<file path="config.mk">
export PLATFORM = sky130hd
export DESIGN_NAME = ucie_loopback_seq
export DESIGN_NICKNAME = d
export VERILOG_FILES = /design/src/rtl/ucie_loopback_seq.sv
export SDC_FILE = /design/constraint.sdc
export NUM_CORES = 1
export LEC_CHECK = 0
export ABC_AREA = 0
export BUFFER_PORTS_ARGS = -buffer_cell sky130_fd_sc_hd__buf_2
export CORE_UTILIZATION = 62
export CTS_CLUSTER_DIAMETER = 30
export DETAILED_ROUTE_END_ITERATION = 12
export GPL_ROUTABILITY_DRIVEN = 0
export PLACE_DENSITY = 0.87
export SETUP_SLACK_MARGIN = 0.4
export SKIP_LAST_GASP = 1
export SYNTH_ARGS = -nofsm -noshare
export SYNTH_HDL_FRONTEND = slang
export SYNTH_SLANG_ARGS = --single-unit
</file>
<file path="constraint.sdc">
create_clock -name i_hclk -period 7.7 [get_ports i_hclk]
set_input_delay 0.77 -clock i_hclk [delete_from_list [all_inputs] [get_ports i_hclk]]
set_output_delay 0.77 -clock i_hclk [all_outputs]
set_load 0.01 [all_outputs]
</file>
<file path="src/rtl/ucie_loopback_seq.sv">
// Loopback self-test sequencer: fills the ingress buffer with an LFSR pattern, launches one pass,
// then drains the egress buffer and compares every word against the regenerated pattern.
module ucie_loopback_seq #(
  parameter int unsigned DWIDTH = 32,
  parameter int unsigned PTR_W  = 5,
  parameter int unsigned TO_W   = 16
) (
  input  logic              i_hclk,
  input  logic              i_hreset_n,
  input  logic              i_start,
  input  logic [PTR_W:0]    i_num_words,
  input  logic [DWIDTH-1:0] i_seed,
  input  logic [TO_W-1:0]   i_timeout,
  output logic [DWIDTH-1:0] o_ig_wdata,
  output logic              o_ig_wdata_en,
  output logic              o_ig_wdata_upd,
  output logic              o_ig_wdata_clr,
  output logic [PTR_W-1:0]  o_ig_start_ptr,
  output logic [PTR_W-1:0]  o_ig_stop_ptr,
  output logic              o_ig_load_ptr,
  input  logic              i_ig_write_done,
  input  logic              i_ig_full,
  output logic              o_eg_rdata_clr,
  output logic              o_eg_rdata_en,
  output logic              o_eg_rdata_upd,
  input  logic [DWIDTH-1:0] i_eg_rdata,
  input  logic              i_eg_read_done,
  input  logic              i_eg_empty,
  output logic              o_busy,
  output logic              o_done,
  output logic              o_pass,
  output logic [PTR_W:0]    o_err_cnt,
  output logic [PTR_W:0]    o_first_err_idx,
  output logic              o_timeout
);

  localparam int unsigned NW = PTR_W + 1;
  localparam logic [NW-1:0] DEPTH = NW'(1) << PTR_W;

  typedef enum logic [3:0] {
    StIdle, StClr, StLoad, StWrWait, StLaunch, StRdReq, StRdWait, StDone, StFail
  } state_e;

  state_e            r_state;
  logic [DWIDTH-1:0] r_lfsr;
  logic [DWIDTH-1:0] r_seed;
  logic [NW-1:0]     r_num;
  logic [NW-1:0]     r_cnt;
  logic [TO_W-1:0]   r_to;
  logic [TO_W-1:0]   r_wait;

  logic [DWIDTH-1:0] w_lfsr_nxt;
  logic [DWIDTH-1:0] w_seed;
  logic [NW-1:0]     w_num;
  logic [NW-1:0]     w_num_m1;
  logic [NW-1:0]     w_cnt_inc;
  logic [NW-1:0]     w_err_inc;
  logic [NW-1:0]     w_err_nxt;
  logic              w_last;
  logic              w_start;
  logic              w_mismatch;
  logic              w_wait_hit;
  logic              w_unused;

  assign w_lfsr_nxt = {r_lfsr[DWIDTH-2:0], r_lfsr[31] ^ r_lfsr[21] ^ r_lfsr[1] ^ r_lfsr[0]};
  assign w_seed     = (i_seed == '0) ? DWIDTH'(1) : i_seed;
  assign w_num      = (i_num_words == '0)   ? NW'(1) :
                      (i_num_words > DEPTH) ? DEPTH  : i_num_words;
  assign w_num_m1   = r_num - NW'(1);
  assign w_cnt_inc  = r_cnt + NW'(1);
  assign w_last     = (w_cnt_inc == r_num);
  assign w_start    = i_start && (r_state inside {StIdle, StDone, StFail});
  assign w_mismatch = (i_eg_rdata != r_lfsr);
  assign w_err_inc  = (o_err_cnt == '1) ? o_err_cnt : o_err_cnt + NW'(1);
  assign w_err_nxt  = w_mismatch ? w_err_inc : o_err_cnt;
  // A done strobe in the same cycle takes priority, so this is only consulted when none arrived.
  assign w_wait_hit = (r_to != '0) && (r_wait == r_to - TO_W'(1));
  assign w_unused   = i_eg_empty;

  // Outputs are registered on the edge that enters a state, so they are valid during that state.
  always_ff @(posedge i_hclk or negedge i_hreset_n) begin
    if (!i_hreset_n) begin
      r_state         <= StIdle;
      r_lfsr          <= DWIDTH'(1);
      r_seed          <= '0;
      r_num           <= '0;
      r_cnt           <= '0;
      r_to            <= '0;
      r_wait          <= '0;
      o_ig_wdata      <= '0;
      o_ig_wdata_en   <= 1'b0;
      o_ig_wdata_upd  <= 1'b0;
      o_ig_wdata_clr  <= 1'b0;
      o_ig_start_ptr  <= '0;
      o_ig_stop_ptr   <= '0;
      o_ig_load_ptr   <= 1'b0;
      o_eg_rdata_clr  <= 1'b0;
      o_eg_rdata_en   <= 1'b0;
      o_eg_rdata_upd  <= 1'b0;
      o_busy          <= 1'b0;
      o_done          <= 1'b0;
      o_pass          <= 1'b0;
      o_err_cnt       <= '0;
      o_first_err_idx <= '1;
      o_timeout       <= 1'b0;
    end else begin
      o_ig_wdata_upd <= 1'b0;
      o_ig_wdata_clr <= 1'b0;
      o_ig_load_ptr  <= 1'b0;
      o_eg_rdata_clr <= 1'b0;
      o_eg_rdata_upd <= 1'b0;
      if (w_start) begin
        r_num           <= w_num;
        r_seed          <= w_seed;
        r_to            <= i_timeout;
        r_lfsr          <= w_seed;
        r_cnt           <= '0;
        o_done          <= 1'b0;
        o_pass          <= 1'b0;
        o_err_cnt       <= '0;
        o_timeout       <= 1'b0;
        o_first_err_idx <= '1;
        o_busy          <= 1'b1;
        o_ig_wdata_clr  <= 1'b1;
        o_eg_rdata_clr  <= 1'b1;
        r_state         <= StClr;
      end else begin
        unique case (r_state)
          StClr: begin
            o_ig_wdata     <= r_lfsr;
            o_ig_wdata_en  <= 1'b1;
            o_ig_wdata_upd <= 1'b1;
            r_state        <= StLoad;
          end
          StLoad: begin
            r_wait  <= '0;
            r_state <= StWrWait;
          end
          StWrWait: begin
            if (i_ig_full && (r_cnt < w_num_m1)) begin
              o_err_cnt     <= r_num;
              o_busy        <= 1'b0;
              o_done        <= 1'b1;
              o_pass        <= 1'b0;
              o_ig_wdata_en <= 1'b0;
              r_state       <= StFail;
            end else if (i_ig_write_done) begin
              r_lfsr <= w_lfsr_nxt;
              r_cnt  <= w_cnt_inc;
              if (w_last) begin
                o_ig_start_ptr <= '0;
                o_ig_stop_ptr  <= w_num_m1[PTR_W-1:0];
                o_ig_load_ptr  <= 1'b1;
                o_ig_wdata_en  <= 1'b0;
                r_lfsr         <= r_seed;
                r_cnt          <= '0;
                r_state        <= StLaunch;
              end else begin
                o_ig_wdata     <= w_lfsr_nxt;
                o_ig_wdata_upd <= 1'b1;
                r_state        <= StLoad;
              end
            end else if (w_wait_hit) begin
              o_timeout     <= 1'b1;
              o_busy        <= 1'b0;
              o_done        <= 1'b1;
              o_pass        <= 1'b0;
              o_ig_wdata_en <= 1'b0;
              r_state       <= StFail;
            end else begin
              r_wait <= r_wait + TO_W'(1);
            end
          end
          StLaunch: begin
            o_eg_rdata_en  <= 1'b1;
            o_eg_rdata_upd <= 1'b1;
            r_state        <= StRdReq;
          end
          StRdReq: begin
            r_wait  <= '0;
            r_state <= StRdWait;
          end
          StRdWait: begin
            if (i_eg_read_done) begin
              o_err_cnt <= w_err_nxt;
              if (w_mismatch && (o_err_cnt == '0)) o_first_err_idx <= r_cnt;
              r_lfsr <= w_lfsr_nxt;
              r_cnt  <= w_cnt_inc;
              if (w_last) begin
                o_busy        <= 1'b0;
                o_done        <= 1'b1;
                o_pass        <= (w_err_nxt == '0);
                o_eg_rdata_en <= 1'b0;
                r_state       <= StDone;
              end else begin
                o_eg_rdata_upd <= 1'b1;
                r_state        <= StRdReq;
              end
            end else if (w_wait_hit) begin
              o_timeout     <= 1'b1;
              o_busy        <= 1'b0;
              o_done        <= 1'b1;
              o_pass        <= 1'b0;
              o_eg_rdata_en <= 1'b0;
              r_state       <= StFail;
            end else begin
              r_wait <= r_wait + TO_W'(1);
            end
          end
          default: ;
        endcase
      end
    end
  end

endmodule
</file>
* Word-level counts from Yosys, hierarchy flattened *
Index checks and enable logic that the tools add are counted.

word-level totals
  register bits after elaboration = 171
  bits in latches = 0
  RAM bits = 0
  memory bits (read-only) = 0
  input port bits = 93
  output and inout port bits = 65
  word-level logic and storage cells = 181
  memories kept = 0

operators by class
  add/sub/neg operators = 5
  multipliers = 0
  div/mod/pow operators = 0
  order comparisons = 2
  equality and inequality tests = 29
  shift-type cells = 0
  mux-type cells = 89
  bitwise logic cells = 5
  reduce and logical (&&, ||, !) cells = 30

operators by type and width
  operator                                             count
  2-to-1 mux 32 bit                                    9
  case mux 32 bit (2 select lines)                     2
  2-to-1 mux 6 bit                                     16
  2-to-1 mux 16 bit                                    4
  case mux 16 bit (3 select lines)                     1
  2-to-1 mux 1 bit                                     39
  zero test 32 bit                                     1
  inequality test 32 bit                               1
  inequality test 3 bit (second input constant)        8
  case mux 4 bit (6 select lines)                      1
  case mux 6 bit (2 select lines)                      2
  2-to-1 mux 4 bit                                     5
  zero test 6 bit                                      3
  adder 16 x 1 -> 16 bit (second input constant)       1
  == test 16 bit                                       1
  == test 4 x 3 -> 1 bit (second input constant)       4
  inequality test 4 bit (second input constant)        4
  case mux 1 bit (2 select lines)                      8
  AND reduction 4 bit                                  4
  nonzero test 16 bit                                  1
  subtractor 16 x 1 -> 16 bit (second input constant)  1
  AND reduction 5 bit                                  3
  adder 6 x 1 -> 6 bit (second input constant)         2
  inequality test 2 bit (second input constant)        5
  other kinds (19)                                     34

* Longest topological paths before layout *
Gate-level depths: netlist (run 1).

  depth in word-level cells = 8
  depth in mapped cells = 14
  gate-level depth less buffers = 12

* Worst setup path before layout (run 1) *
Ideal clock, no wire load.

  path kind = register to register
  start = register r_num[0]
  end = register r_wait[12]
  setup time = 0.066 ns
  arrival time = 3.130 ns
  data required time = 7.634 ns
  slack = 4.504 ns
  cell stages (with the launch flop) = 13
  path buffers = 0
  clock period less this slack = 3.196 ns
  cell sequence = dfrtp_1 -> inv_1 -> ha_1 -> nor3b_1 -> xnor2_1 -> ha_1 -> or2_2 -> a21oi_1 -> a2111oi_2 -> o21ai_0 -> or4b_2 -> or4_1 -> nand2_1

between the ends
  word-level cells in the longest chain between the ends = 5

RTL lines
  element                          line  RTL
  from (decl)                      47    logic [NW-1:0] r_num;
  from (signal assigned)           113   r_num <= w_num;
  subtractor 6 x 1 -> 6 bit        69    assign w_num_m1 = r_num - NW'(1);
  net w_num_m1[0]                  55    logic [NW-1:0] w_num_m1;
  less-than comparator 6 bit       140   if (i_ig_full && (r_cnt < w_num_m1)) begin
  logical AND 1 bit                140
  inequality test 2 bit (no line)  n/a
  AND reduction 5 bit (no line)    n/a
  to (signal assigned)             171   r_wait <= r_wait + TO_W'(1);
  to (signal assigned)             207   r_wait <= r_wait + TO_W'(1);
  to (decl)                        50    logic [TO_W-1:0] r_wait;

The timed path passes the listed nets, and every way through them passes these cells.
A chain may end at the register's enable or synchronous reset.

* Final worst setup path (run 1) *
Same ends and word-level chain as after synthesis.

==> metrics.txt, run 1 <==
largest net degree at the start of global routing=100; post-synthesis compound-gate area fraction=0.145; sequential area share after synthesis=0.447; Peak VDD IR=0.276 mV; fraction of layout cells with a size suffix above 1=0.204; Reg2Reg Setup Slack=3.98 ns; unrepaired setup endpoints after global routing=false; crit end category=register; crit path cell chain=inv_1, ha_1, nor3b_1, xnor2_1, ha_1, or2_2, a21oi_1, a2111oi_2, o21ai_0, buf_4, or4b_2, or4_1, nand2_1; startpoint types=register; Die Footprint=16000 um^2; Hold WS=0.392 ns; EDFF count, synth=0; Main synth FF type=dfrtp_1; most common cell after layout, fill and taps aside=nand2_1; Vias=8595; status=finished, final reports clean; ys async rst share=1.00; Final Net Count=1314; DP Wirelength=17000 um; synthesized cell area=9600 um^2; setup tns final=0 ns; IO Pins=158; DP Worst Slack=4.07 ns; commonest non-fill, non-tap cells in the layout=252 x nand2_1, 164 x dfrtp_1, 150 x buf_2; Max clock buf depth=2; clock latency on the worst-skew pair=0.44 ns; Iter 0 DRT Violations=797; xor-xnor portion of the synthesized cell area=0.0620; Die Y=126 um; gr ovfl total=0; Residual DRC=0; vias in the first global route=8203; CTS Root Cell=clkbuf_16; Max Cap Viol=0; Slew Limit Fails=0; Worst Slack Setup Final=3.98 ns; area leader, netlist=dfrtp_1; Pint=2530 uW; Sequential Power Share=0.358; CP max stage cell=or4b_2; Port Buffers=151; top cell type's share of synthesized area=0.427; Clock Power Share=0.194; htree depth=4; P_sw=1940 uW; antenna diode count=0; post-CTS setup buffers=0; Num CTS Buffers=17; Synth Area in Adders=0.0156; Final Skew=0.0102 ns; CP Class=reg2reg; CTS resizes=0; critical path arrival=4.09 ns; sw frac=0.434; fmax=269 MHz; initial antenna violation count=0; First-pass DRT Iterations=7; area delta synth->final=14.6%; vias per cell=6.10; worst path required time=8.07 ns; Worst R2R Path Depth=13; Seq cells post-synth=171; core area=15100 um^2; Unique masters post-synth=67; area of the multi-input gates=4980 um^2; TritonCTS clock tree=done; Worst Max-Slew Pin Slew=1.12 ns; Syn Area/Cell=8.78 um^2; Max FO, Critical Path=13; row count=45; global-route usage over all layers=0.328; synth top area cells=dfrtp_1 43%, nand2_1 9.9%, o21ai_0 7.0%; CTS Hold Bufs=0; drt total wl=25500 um; Pleak=0.00538 uW; clock transition at the registers of the reported paths=0.07 ns; simple-gate portion of the synthesized area=0.208; die width=126 um; origin of the worst setup path=r_num[0]$_DFFE_PN0P_; Synthesis Warnings=0; final setup fails=0; mux contribution to synthesized area=0.0822; period utilisation layout=0.483; min cycle time layout=3.72 ns; Reg-to-Reg Start=r_num[0]$_DFFE_PN0P_; detailed-route wire length per cell=18.1 um; Seq. cell area=4290 um^2; Routed Antenna Nets=0; Most Frequent Cell on Critical Path=ha_1; Combinational Power Share=0.447; fillers=1144; pwr dens=407 nW/um^2; slew margin rel.=0.253; Starting Density=0.634; Worst path max stage delay=0.65 ns; cells after synthesis=1093; first-pass GRT wire length=41200 um; final hold vios=0; main combinational cell family by area after synthesis=simple AND/OR/NAND/NOR gates; hold crit path type=in2async; Sinks on Clock Net=171
sequential cells by signal, indices dropped and copies added (netlist names), 4 cells and up:
| register | cells |
|---|---|
| o_ig_stop_ptr | 5 |
| r_lfsr | 32 |
| r_to | 16 |
| r_state | 4 |
| r_cnt | 6 |
| r_num | 6 |
| o_err_cnt | 6 |
| o_ig_wdata | 32 |
| r_seed | 32 |
| r_wait | 16 |
| o_first_err_idx | 6 |
cells in the mapped netlist, drive strengths merged, types with 9 or more instances:
library cell / number
nor4: 20
mux2i: 44
buf: 17
clkbuf: 50
inv: 23
o211ai: 13
or4: 13
o21ai: 136
nand3: 17
nand4: 11
o21a: 9
o31ai: 11
mux2: 31
ha: 12
a21oi: 26
nand2: 253
xnor2: 20
xor2: 48
nor2: 69
dfrtp: 164
nor3: 16
critical path, delay by kind of cell, from the launching register on:
| family | cells | cell delay [ns] |
|---|---|---|
| simple gates | 5 | 1.51 |
| compound gates | 3 | 0.78 |
| fa+ha+maj | 2 | 0.49 |
| flops | 1 | 0.42 |
| buf+inv | 2 | 0.33 |
| xor+xnor | 1 | 0.13 |
final timing paths:
kind | end
worst max register to register | r_wait[12]$_DFFE_PN0P_
max in group asynchronous | o_err_cnt[2]$_DFFE_PN0P_
worst min-delay path | o_ig_wdata[27]$_DFFE_PN0P_
min in group i_hclk | o_ig_wdata[26]$_DFFE_PN0P_
worst max-delay path | r_wait[12]$_DFFE_PN0P_
worst min register to register | o_ig_wdata[26]$_DFFE_PN0P_
routing by layer:
layer / up-vias / track usage / part of all wire
li1: 4017 / - / -
met1: 4120 / 0.436 / 0.42
met2: 380 / 0.534 / 0.48
met3: 78 / 0.0586 / 0.071
met4: 0 / 0.137 / 0.032
met5: - / 0 / 0
power groups by stage:
stage | registers (uW) | logic (uW) | clock network [uW]
2_1_floorplan | 1500 | 1490 | 0
3_3_place_gp | 1580 | 1890 | 0
3_5_place_dp | 1600 | 1970 | 0
4_1_cts | 1590 | 1990 | 877
5_1_grt | 1640 | 2230 | 912
6_report | 1600 | 2000 | 869
stage by stage:
stage	utilization	total power (uW)	cell area (um^2)	instances
after floorplan	-	2990	9620	1097
after global placement	0.688	3470	10400	1378
after detailed placement	0.688	3570	10400	1378
after CTS	0.727	4460	11000	1410
after global routing	0.727	4780	11000	1410
final	0.727	4480	11000	1410
area by class of cell:
class / instances / area share
clock inverter: 14 / 0.0144
timing repair buffer: 160 / 0.0754
clock buffer: 18 / 0.0390
tap: 188 / 0.0214
inverter: 23 / 0.00784
sequential: 171 / 0.390
multi-input combinational: 836 / 0.452
kinds of logic after synthesis:
family / Yosys count
AO/OA/AOI/OAI: 233
XOR/XNOR: 68
adder cells (fa/ha/maj): 12
buffers and inverters: 90
flip-flops: 171
multiplexers: 75
other: 1
AND/OR/NAND/NOR: 443
Note: power is estimated with default switching activity, not from simulation.
==> run 2, diff against run 1 <==
Settings changed: CORE_UTILIZATION 62 to 52, PLACE_DENSITY 0.87 to 0.77.
Clock period 7.7 ns to 3.2 ns, I/O delays scaled along.
==> metrics.txt, run 2 (synthesis gave the netlist of run 1 again) <==
biggest regs=o_ig_wdata (32), r_lfsr (32), r_seed (32); CP Class=reg2reg; critical path arrival=3.41 ns (-0.68 ns); TritonCTS clock tree=done; largest net degree at the start of global routing=100 (unchanged); min-delay src=i_timeout[3]; Pleak=0.00568 uW (+5.6%); Peak VDD IR=0.633 mV (+130%); CP max stage cell=or4b_4; Num CTS Buffers=17 (unchanged); status=finished, final reports clean; First-pass DRT Iterations=5 (-2); Power Total=11700 uW (+160%); global-route usage over all layers=0.291 (-0.0373); DP Cell Count=1429 (+3.7%); final hold vios=0 (unchanged); hold crit path type=in2reg; max layer used=met4; min cycle time layout=3.04 ns (-0.674 ns); period utilisation layout=0.951 (+0.468); first-pass GRT wire length=42500 um (+3.3%); startpoint types=register; Max clock buf depth=2 (unchanged); origin of the worst setup path=r_num[1]$_DFFE_PN0P_; crit path cell chain=inv_2, ha_4, nor3b_4, xnor2_1, ha_2, or2_2, a21oi_2, a2111oi_4, o21ai_2, or4b_4, or4_1, nand2_1; Worst Max-Slew Pin Slew=0.797 ns (-0.319 ns); DRT met1 WL=11400 um (+6.7%); DP Wirelength=17500 um (+2.8%); crit end category=register; Max FO, Critical Path=3 (-10); initial antenna violation count=1 (+1); die width=138 um (+9.0%); CTS Root Cell=clkbuf_16; Worst path max stage delay=0.50 ns (-0.15 ns); final setup fails=0 (unchanged); area delta synth->final=22.5%; Slew Limit Fails=0 (unchanged); Hold WS=0.0697 ns (-0.322 ns); Sinks on Clock Net=171 (unchanged); detailed-route wire length per cell=18.2 um (+1.0%); Residual DRC=0 (unchanged); Port Buffers=151 (unchanged); Finished Cell Area=11800 um^2 (+6.9%); Vias=8727 (+1.5%); Reg-to-Reg Start=r_num[1]$_DFFE_PN0P_; core area=18000 um^2 (+19%); Final Net Count=1352 (+2.9%); setup tns final=0 ns (unchanged); Routed Antenna Nets=0 (unchanged); metal3 WL=1640 um (-9.3%); pwr dens=992 nW/um^2 (+140%); routed length on met2=13300 um (+9.7%); Iter 0 DRT Violations=829 (+4.0%); vias in the first global route=8319 (+1.4%); row count=49 (+8.9%); commonest non-fill, non-tap cells in the layout=251 x nand2_1, 163 x dfrtp_1, 150 x buf_2; slew margin rel.=0.469 (+0.216); fmax=329 MHz (+22%); fin cells=1490 (+5.7%); Die Footprint=19000 um^2 (+19%); worst path required time=3.57 ns (-4.50 ns); unrepaired setup endpoints after global routing=true; htree depth=4 (unchanged); Die Y=138 um (+9.0%); gr ovfl total=0 (unchanged); Max Cap Viol=0 (unchanged); vias per cell=5.86 (-3.9%); drt total wl=27200 um (+6.7%); fraction of layout cells with a size suffix above 1=0.263 (+0.0589); placed cell area=10700 um^2 (+2.2%); most common cell after layout, fill and taps aside=nand2_1; Starting Density=0.533 (-0.101); clock transition at the registers of the reported paths=0.07 ns (about the same); clock latency on the worst-skew pair=0.44 ns (about the same); IO Pins=158 (unchanged); Final Skew=0.0150 ns (+0.00480 ns)
run 2: cell count changes in the layout (fill, tap and decap cells not counted), sizes merged:
cell / previous run / this run
diode: 0 / 1
buf: 160 / 196
clkinvlp: 2 / 3
dlygate4sd3: 0 / 1
run 2: final timing paths:
| check | endpoint | slack, ns | cells after the start |
|---|---|---|---|
| max | r_wait[12]$_DFFE_PN0P_ | 0.16 | 12 |
| min | r_to[3]$_DFFE_PN0P_ | 0.07 | 3 |
| max reg2reg | r_wait[12]$_DFFE_PN0P_ | 0.16 | 12 |
| min reg2reg | r_seed[7]$_DFFE_PN0P_ | 0.47 | 2 |
| max in group asynchronous | r_to[0]$_DFFE_PN0P_ | 1.91 | 3 |
| min in group asynchronous | o_ig_wdata[25]$_DFFE_PN0P_ | 0.49 | 2 |
run 2: timing repair:
item                                    CTS  global route
endpoints found under the hold margin    73             0
hold buffers                              1             0
gates resized for setup                  24            36
pin swaps                                11            22
endpoints found under the setup margin   97           105
buffers inserted                         12            12
cloned                                    2             1
run 2: stage by stage:
step / worst slack, ns / utilization
floorplan: 0.330 / -
global placement: 0.124 / 0.591
detailed placement: 0.0697 / 0.591
CTS: 0.181 / 0.639
global route: 0.0392 / 0.653
finish: 0.157 / 0.653
run 2: layout make-up:
| class | instances | area (um^2) |
|---|---|---|
| Fill cell | 1470 | 6260 |
| Inverter | 23 | 86.3 |
| Clock inverter | 15 | 164 |
| Tap cell | 229 | 287 |
| Timing Repair Buffer | 198 | 1280 |
| Antenna cell | 1 | 2.50 |
| Sequential cell | 171 | 4290 |
| Multi-Input combinational cell | 836 | 5230 |
| Clock buffer | 17 | 425 |
run 2: critical path: cells and delay by family (launching register included):
family / cells / cell delay [ns]
buf+inv: 1 / 0.09
compound gates: 3 / 0.63
flops: 1 / 0.40
simple gates: 5 / 1.28
xor+xnor: 1 / 0.10
fa+ha+maj: 2 / 0.46
run 2: power by group:
part,leakage (uW),internal (uW),switching [uW]
clock,0.000284,1170,944
combinational,0.00320,2540,3120
sequential,0.00220,2950,942
run 2: layer usage:
| metal | global-route usage | up-vias |
|---|---|---|
| met3 | 0.0545 | 63 |
| met1 | 0.378 | 4186 |
| met4 | 0.126 | 0 |
| li1 | - | 4116 |
| met2 | 0.473 | 362 |
| met5 | 0 | - |
